<file path="src/rtl/dma_channel_arbiter.sv">
// dma_channel_arbiter
//   Round-robin front end that lets NCH requesters share one dma_controller.
//   Each channel presents a descriptor (src/dst/len) with a request level.
//   The arbiter grants one channel at a time, checks its descriptor, triggers
//   the engine, waits for done (or a timeout), and answers with a one-cycle
//   ack plus error flag.
//
// Ports
//   clk, reset        clock; asynchronous active-low reset
//   ch_req[NCH]       per-channel request level, held until ch_ack
//   ch_src/ch_dst     NCH packed 32-bit addresses, channel i at [32i+:32]
//   ch_len            NCH packed 5-bit byte lengths, channel i at [5i+:5]
//   ch_ack/ch_err     one-hot completion pulse and its error status
//   dma_trigger       one-cycle start pulse to dma_controller
//   dma_length/src/dst  descriptor of the granted channel, held until next grant
//   dma_done          completion pulse from dma_controller
//   busy              high whenever a channel is being served
//   grant_id          index of the channel being served

// Descriptor legality: non-zero word-multiple length, word-aligned addresses.
// A 5-bit length that is a multiple of 4 tops out at 28 by construction.
module dma_desc_check (
    input  logic [31:0] src,
    input  logic [31:0] dst,
    input  logic [4:0]  len,
    output logic        ok
);
    assign ok = (len != 5'd0) && (len[1:0] == 2'b00) &&
                (src[1:0] == 2'b00) && (dst[1:0] == 2'b00);
endmodule

module dma_channel_arbiter #(
    parameter int NCH     = 4,
    parameter int TIMEOUT = 1023
) (
    input  logic                    clk,
    input  logic                    reset,
    input  logic [NCH-1:0]          ch_req,
    input  logic [NCH*32-1:0]       ch_src,
    input  logic [NCH*32-1:0]       ch_dst,
    input  logic [NCH*5-1:0]        ch_len,
    output logic [NCH-1:0]          ch_ack,
    output logic [NCH-1:0]          ch_err,
    output logic                    dma_trigger,
    output logic [4:0]              dma_length,
    output logic [31:0]             dma_src,
    output logic [31:0]             dma_dst,
    input  logic                    dma_done,
    output logic                    busy,
    output logic [$clog2(NCH)-1:0]  grant_id
);
    localparam int GW = $clog2(NCH);
    localparam int CW = $clog2(TIMEOUT + 1);

    typedef enum logic [1:0] {IDLE, ISSUE, WAIT, ACK} state_t;

    typedef struct packed {
        logic [31:0] src;
        logic [31:0] dst;
        logic [4:0]  len;
    } dma_desc_t;

    state_t                 state_q, state_d;
    dma_desc_t [NCH-1:0]    desc;
    logic      [NCH-1:0]    ch_ok;
    logic      [GW-1:0]     last_grant;
    logic      [GW-1:0]     win_id;
    logic      [GW-1:0]     idx;
    logic                   win_found;
    logic                   latch;
    logic                   err_q, err_d;
    logic      [CW-1:0]     cnt_q, cnt_d;

    // Per-channel descriptor unpack and legality check.
    genvar g;
    generate
        for (g = 0; g < NCH; g++) begin : g_lane
            assign desc[g] = '{src: ch_src[32*g +: 32],
                               dst: ch_dst[32*g +: 32],
                               len: ch_len[5*g +: 5]};
            dma_desc_check u_chk (
                .src (desc[g].src),
                .dst (desc[g].dst),
                .len (desc[g].len),
                .ok  (ch_ok[g])
            );
        end
    endgenerate

    // Round-robin pick: first requester at or after last_grant+1, wrapping.
    always_comb begin
        win_found = 1'b0;
        win_id    = '0;
        idx       = '0;
        for (int i = 0; i < NCH; i++) begin
            idx = GW'((int'(last_grant) + 1 + i) % NCH);
            if (!win_found && ch_req[idx]) begin
                win_found = 1'b1;
                win_id    = idx;
            end
        end
    end

    always_ff @(posedge clk or negedge reset) begin
        if (!reset) state_q <= IDLE;
        else        state_q <= state_d;
    end

    always_comb begin
        state_d = state_q;
        latch   = 1'b0;
        err_d   = err_q;
        cnt_d   = cnt_q;
        case (state_q)
            IDLE: begin
                if (win_found) begin
                    latch = 1'b1;
                    if (ch_ok[win_id]) begin
                        state_d = ISSUE;
                    end else begin
                        state_d = ACK;
                        err_d   = 1'b1;
                    end
                end
            end
            ISSUE: begin
                cnt_d   = '0;
                state_d = WAIT;
            end
            WAIT: begin
                if (cnt_q != CW'(TIMEOUT)) cnt_d = cnt_q + 1'b1;
                // done takes precedence over a same-cycle terminal count
                if (dma_done) begin
                    state_d = ACK;
                    err_d   = 1'b0;
                end else if (cnt_q == CW'(TIMEOUT)) begin
                    state_d = ACK;
                    err_d   = 1'b1;
                end
            end
            ACK:     state_d = IDLE;
            default: state_d = IDLE;
        endcase
    end

    // Datapath: descriptor registers change only on a grant.
    always_ff @(posedge clk or negedge reset) begin
        if (!reset) begin
            last_grant <= GW'(NCH - 1);
            grant_id   <= '0;
            dma_src    <= '0;
            dma_dst    <= '0;
            dma_length <= '0;
            err_q      <= 1'b0;
            cnt_q      <= '0;
        end else begin
            err_q <= err_d;
            cnt_q <= cnt_d;
            if (latch) begin
                last_grant <= win_id;
                grant_id   <= win_id;
                dma_src    <= desc[win_id].src;
                dma_dst    <= desc[win_id].dst;
                dma_length <= desc[win_id].len;
            end
        end
    end

    assign busy        = (state_q != IDLE);
    assign dma_trigger = (state_q == ISSUE);
    assign ch_ack      = (state_q == ACK) ? (NCH'(1) << grant_id) : '0;
    assign ch_err      = ch_ack & {NCH{err_q}};

endmodule
</file>
<file path="config.mk">
export PLATFORM = sky130hd
export DESIGN_NAME = dma_channel_arbiter
export DESIGN_NICKNAME = d
export VERILOG_FILES = /design/src/rtl/dma_channel_arbiter.sv
export SDC_FILE = /design/constraint.sdc
export NUM_CORES = 1
export LEC_CHECK = 0
export ABC_AREA = 1
export ABC_CLOCK_PERIOD_IN_PS = 2150
export BUFFER_PORTS_ARGS = -buffer_cell sky130_fd_sc_hd__buf_2
export CAP_MARGIN = 20
export CORE_ASPECT_RATIO = 0.6
export CORE_MARGIN = 2
export CORE_UTILIZATION = 41
export DETAILED_ROUTE_END_ITERATION = 10
export PLACE_DENSITY = 0.89
export REMOVE_ABC_BUFFERS = 1
export SLEW_MARGIN = 20
export SYNTH_ARGS = -nofsm -noshare
export SYNTH_HDL_FRONTEND = slang
export SYNTH_HIERARCHICAL = 1
export SYNTH_SLANG_ARGS = --single-unit
</file>
<file path="constraint.sdc">
create_clock -name clk -period 2.15 [get_ports clk]
set_input_delay 0.1075 -clock clk [delete_from_list [all_inputs] [get_ports clk]]
set_output_delay 0.1075 -clock clk [all_outputs]
set_load 0.1 [all_outputs]
</file>
======== Word level (Yosys, flattened, before mapping) ========
Index checks and enable logic that the tools add are counted.
operators by class
  add/subtract/negate cells ............... 5
  multipliers ............................. 0
  div/mod/pow operators ................... 0
  magnitude comparators ................... 5
  equal/unequal tests ..................... 9
  shifts and indexed selects .............. 1
  muxes and demuxes ....................... 35
  bitwise logic cells ..................... 1
  reductions and logical operators ........ 41
operators with widths
  operator                                                                       count
  69-bit binary-select mux with 2-bit select                                     1
  69-bit 2-to-1 mux                                                              1
  2-bit logical NOT                                                              13
  10-bit case mux with 2 select lines                                            1
  5-bit nonzero test                                                             4
  2-bit 2-to-1 mux                                                               8
  1-bit logical AND                                                              15
  2-bit by 3-bit less-than comparator with 1-bit output (second input constant)  5
  1-bit 2-to-1 mux                                                               15
  10-bit by 1-bit adder with 10-bit output (second input constant)               1
  1-bit binary-select mux with 2-bit select                                      5
  10-bit == test (second input constant)                                         1
  10-bit 2-to-1 mux                                                              1
  10-bit inequality test (second input constant)                                 1
  2-bit case mux with 4 select lines                                             1
  2-bit adder (second input constant)                                            3
  2-bit inequality test (second input constant)                                  3
  2-bit nonzero test                                                             3
  4-bit AND                                                                      1
  2-bit == test (second input constant)                                          2
  4-bit 2-to-1 mux                                                               1
  2-bit AND reduction                                                            2
  4-bit AND reduction                                                            1
  1-bit by 2-bit << shifter with 4-bit output (first input constant)             1
  other kinds (5)                                                                7
storage, ports and cells
  register bits ........................... 86
  bits in latches ......................... 0
  memory bits (writable) .................. 0
  memory bits (read-only) ................. 0
  output and inout port bits .............. 81
  memories kept ........................... 0

======== Depth between registers and ports, before layout ========
  depth after elaboration ................. 18
  gate-level depth with buffers ........... 18

======== Hierarchy ========
The synthesis kept the hierarchy.
by module, submodules not included
  module               instances  cells an instance  area an instance (sq um)
  dma_channel_arbiter  1          997                6352.3
  dma_desc_check       4          6                  27.5

======== Least setup slack after synthesis ========
No wires, ideal clock.
  path kind ............................... register to output
  start ................................... register grant_id[1]
  end ..................................... output port ch_err[3]
  arrival time ............................ 4.139 ns
  setup slack ............................. -2.097 ns
  cell stages (with the launch flop) ...... 3
  path through ............................ dfrtp_1 -> inv_1 -> nor4_1
between the ends
  cells in the longest elaborated chain, start to end .. 3
ends and longest elaborated chain
  element                                      RTL line  text
  from (decl)                                  50        output logic [$clog2(NCH)-1:0] grant_id
  from (signal assigned)                       161       grant_id <= win_id;
  1-bit by 2-bit << shifter with 4-bit output  171       assign ch_ack = (state_q == ACK) ? (NCH'(1) << grant_id) : '0;
  4-bit 2-to-1 mux                             171
  4-bit AND                                    172       assign ch_err = ch_ack & {NCH{err_q}};
  to (decl)                                    43        output logic [NCH-1:0] ch_err,
Every way passes these cells.

======== Worst setup path in the final report ========
  start ................................... register last_grant[0]
  end ..................................... register dma_src[9]
between the ends
  cells in the longest elaborated chain, start to end .. 15
  elaborated cells on any way between the ends .. 30
  classes of those cells .................. add/sub (4); mux (20); reduce/logical (6)
ends and longest elaborated chain
  element                                                               RTL line  text
  from (decl)                                                           66        logic [GW-1:0] last_grant;
  from (signal assigned)                                                149       last_grant <= GW'(NCH - 1);
  from (signal assigned)                                                160       last_grant <= win_id;
  2-bit by 1-bit adder with 2-bit output *                              96        idx = GW'((int'(last_grant) + 1 + i) % NCH);
  parallel branches: the longest is 14 deep, another holds 2-bit adder  n/a
  to (signal assigned)                                                  162       dma_src <= desc[win_id].src;
  to (decl)                                                             46        output logic [31:0] dma_src,
Every way passes the cells marked *. The select of a mux whose other input is x is not followed.
A chain may end at the register's enable or synchronous reset.

==> flow_metrics.py <==
metrics = {
    "synthesis": {
        "synth-main-ff-cell": "dfrtp_1",
        "synth_edf_count": 0,
        "synth.largest_area_cell": "dfrtp_1",
        "yosysWarnings": 6,
        "synthesis.area_sq_mm": 0.00646,
        "synth_top_area_share": 0.325,
        "synth_most_common_cell": "nand2_1",
        "synthTopCellsByCount": "nand2_1, inv_1, dfrtp_1",
        "ys_seq_elements": 86,
        "synth_cells": 1021,
        "synth_cell_type_count": 31,
        "post_synth.cell_area_avg_sq_um": 6.33,
        "ys_async_sr_fraction": 1.00,
        "synth-seq-area-share": 0.333,
        "synth_area_leaders": "dfrtp_1, nand2_1, inv_1",
    },
    "worst_setup_path": {
        "start_kind": "flip-flop",
        "slowest_delay_ps": 610,
        "cpMaxStageDelayCell": "dfstp_2",
        "crit_fanout": 29,
        "end_kind": "flip-flop",
        "critPathMostFrequentCell": "nand2_1",
        "arrival_ps": 2560,
        "worstSetupPathType": "flip-flop to flip-flop",
        "ff2ff_path_depth": 14,
        "cp.required_ps": 2370,
        "cp_cell_sequence": "inv_4 -> nand2_1 -> nand2_2 -> nand2_2 -> nand2_2 -> nor2_4 -> nand3_4 -> nand3_4 -> nand2_8 -> bufbuf_16 -> o211ai_1 -> nand2_1 -> nand2_1 -> nand2_1",
    },
    "route": {
        "drt_iter0_drc": 608,
        "wl_mm": 24.2,
        "vias": 8101,
        "drtAntennaViolNets": 0,
        "wl_per_cell_um": 15.1,
        "vias_per_cell": 5.04,
        "first_pass_iters": 5,
        "remaining_drc_errors": 0,
    },
    "timing": {
        "setup_violations": 73,
        "slew_headroom": 0.593,
        "min_period_over_period": 1.09,
        "max_freq_ghz": 0.427,
        "finalSetupTns_ps": -9020,
        "fin_crit_ps": 2340,
        "timing.final.ws_setup_ps": -189,
        "finalHoldViolations": 0,
        "fin_skew_ps": 9.88,
        "maxSlewViolCount": 0,
        "rsz0062_at_grt": "yes",
        "tightest_slew_ps": 610,
    },
    "placement": {
        "dp_hpwl_mm": 16.2,
        "pre_cts_slack_ps": -211,
        "dp.cells": 1558,
        "routabilityCongestion": 0.934,
        "io_buffer_count": 363,
    },
    "job": {
        "drv_cap": 0,
    },
    "floorplan": {
        "core_sq_mm": 0.0154,
        "die_y_um": 101,
        "row_count": 35,
        "initial_core_util": 0.420,
        "io-pin-count": 364,
        "die_w_um": 166,
        "die_area_sq_mm": 0.0168,
    },
    "clock_tree": {
        "insertion_delay_ps": 330,
        "clkSinkCount": 86,
        "cts_tree": "built",
        "clockBufferDepth": 2,
        "cts_buffers": 9,
        "htreeDepth": 3,
        "clkTransAtPathRegs_ps": 60,
        "cts_root_buf": "clkbuf_16",
    },
    "global_route": {
        "grt_usage": 0.261,
        "antenna_found_initial": 3,
        "grt_pass1_wl_mm": 35.7,
        "gr-total-overflow": 0,
        "grt_max_degree": 70,
        "grt_pass1_vias": 7286,
    },
    "status": {
        "outcome": "finished with violations",
        "failed_checks": "setup timing",
    },
    "hold_path": {
        "worstHoldPathType": "input port to flip-flop",
        "worstHoldPathCells": 4,
    },
    "cells_and_area": {
        "fin_cells": 1608,
        "final_layout_size_suffix_gt1_frac": 0.344,
        "nets": 1689,
        "syn_to_final_growth_pct": 49.9,
    },
}
==> logic make-up after synthesis <==
group / synth area share
AO/OA/AOI/OAI: 0.212
flip-flops: 0.333
buffers and inverters: 0.153
XOR/XNOR: 0.00271
adder cells (fa/ha/maj): 0.0116
AND/OR/NAND/NOR: 0.287
==> worst paths after layout <==
check / from / slack, ps / endpoint
hold / removal: dma_done / 70 / err_q$_DFFE_PN0P_
max in group asynchronous: reset / 1170 / dma_src[9]$_DFFE_PN0P_
hold reg to reg: dma_dst[28]$_DFFE_PN0P_ / 470 / dma_dst[28]$_DFFE_PN0P_
setup reg to reg: last_grant[0]$_DFFE_PN1P_ / -190 / dma_src[9]$_DFFE_PN0P_
min in group asynchronous: reset / 330 / dma_dst[10]$_DFFE_PN0P_
setup / recovery: last_grant[0]$_DFFE_PN1P_ / -190 / dma_src[9]$_DFFE_PN0P_
==> layer usage <==
| metal | vias to the layer above | part of all wire | GRT usage |
|---|---|---|---|
| met5 | - | 0.00054 | 0 |
| met1 | 3637 | 0.42 | 0.335 |
| li1 | 3996 | - | - |
| met4 | 2 | 0.023 | 0.0716 |
| met2 | 419 | 0.48 | 0.453 |
| met3 | 47 | 0.084 | 0.0559 |
==> state kept, by name, summed over array words and instances (netlist names) <==
name / cells
last_grant: 2
dma_length: 5
cnt_q: 10
dma_src: 32
err_q: 1
grant_id: 2
state_q: 2
dma_dst: 32
==> through the flow <==
step | utilization | area, sq um | hold WS, ps
after floorplan | - | 6090 | -188
after detailed placement | 0.556 | 8550 | 153
final | 0.630 | 9690 | 68.3
after CTS | 0.606 | 9320 | 55.3
after global routing | 0.630 | 9690 | 90.8
after global placement | 0.556 | 8550 | 151
==> worst max-delay path, delay by kind of cell (launching register included) <==
family	cells	cell delay (ps)
and+or+nand+nor	11	1030
buffers and inverters	2	400
AOI/OAI and AO/OA	1	170
DFF	1	610
==> placed cells by master (no fill, tap or decap), types with 4 or more instances in the layout <==
| cell type | instances |
|---|---|
| clkbuf_16 | 18 |
| nand3_1 | 16 |
| a21oi_1 | 73 |
| buf_4 | 21 |
| nand2_2 | 13 |
| o21ai_0 | 8 |
| nor4_1 | 5 |
| buf_6 | 10 |
| dfrtp_1 | 84 |
| o211ai_1 | 69 |
| buf_16 | 9 |
| nor2_2 | 5 |
| nor2_1 | 20 |
| inv_1 | 159 |
| nor3_1 | 10 |
| o21ai_1 | 72 |
| buf_2 | 362 |
| buf_12 | 12 |
| nand3_2 | 4 |
| nand2_8 | 4 |
| nand2_1 | 389 |
| ha_1 | 6 |
==> layout make-up <==
class                      instances  area [sq um]
fill                            1420          5690
clock buffer                      10           229
inverter                         163           617
clock inverter                     5          58.8
timing repair buffer             427          2890
tap                              203           254
sequential                        86          2150
multi-input combinational        713          3480
antenna                            1          2.50
==> timing repair <==
action                                 4_1_cts  5_1_grt
buffers inserted                            12        2
resized for setup                           37       25
cloned                                       9       10
hold buffers                                 1        0
pin swaps                                    2        4
endpoints found under the hold margin       41        0
setup endpoints to repair                   71       85
Power is left out: the tool's default activity adds up to more than one toggle a clock period on the data nets, which glitch-free logic cannot reach.
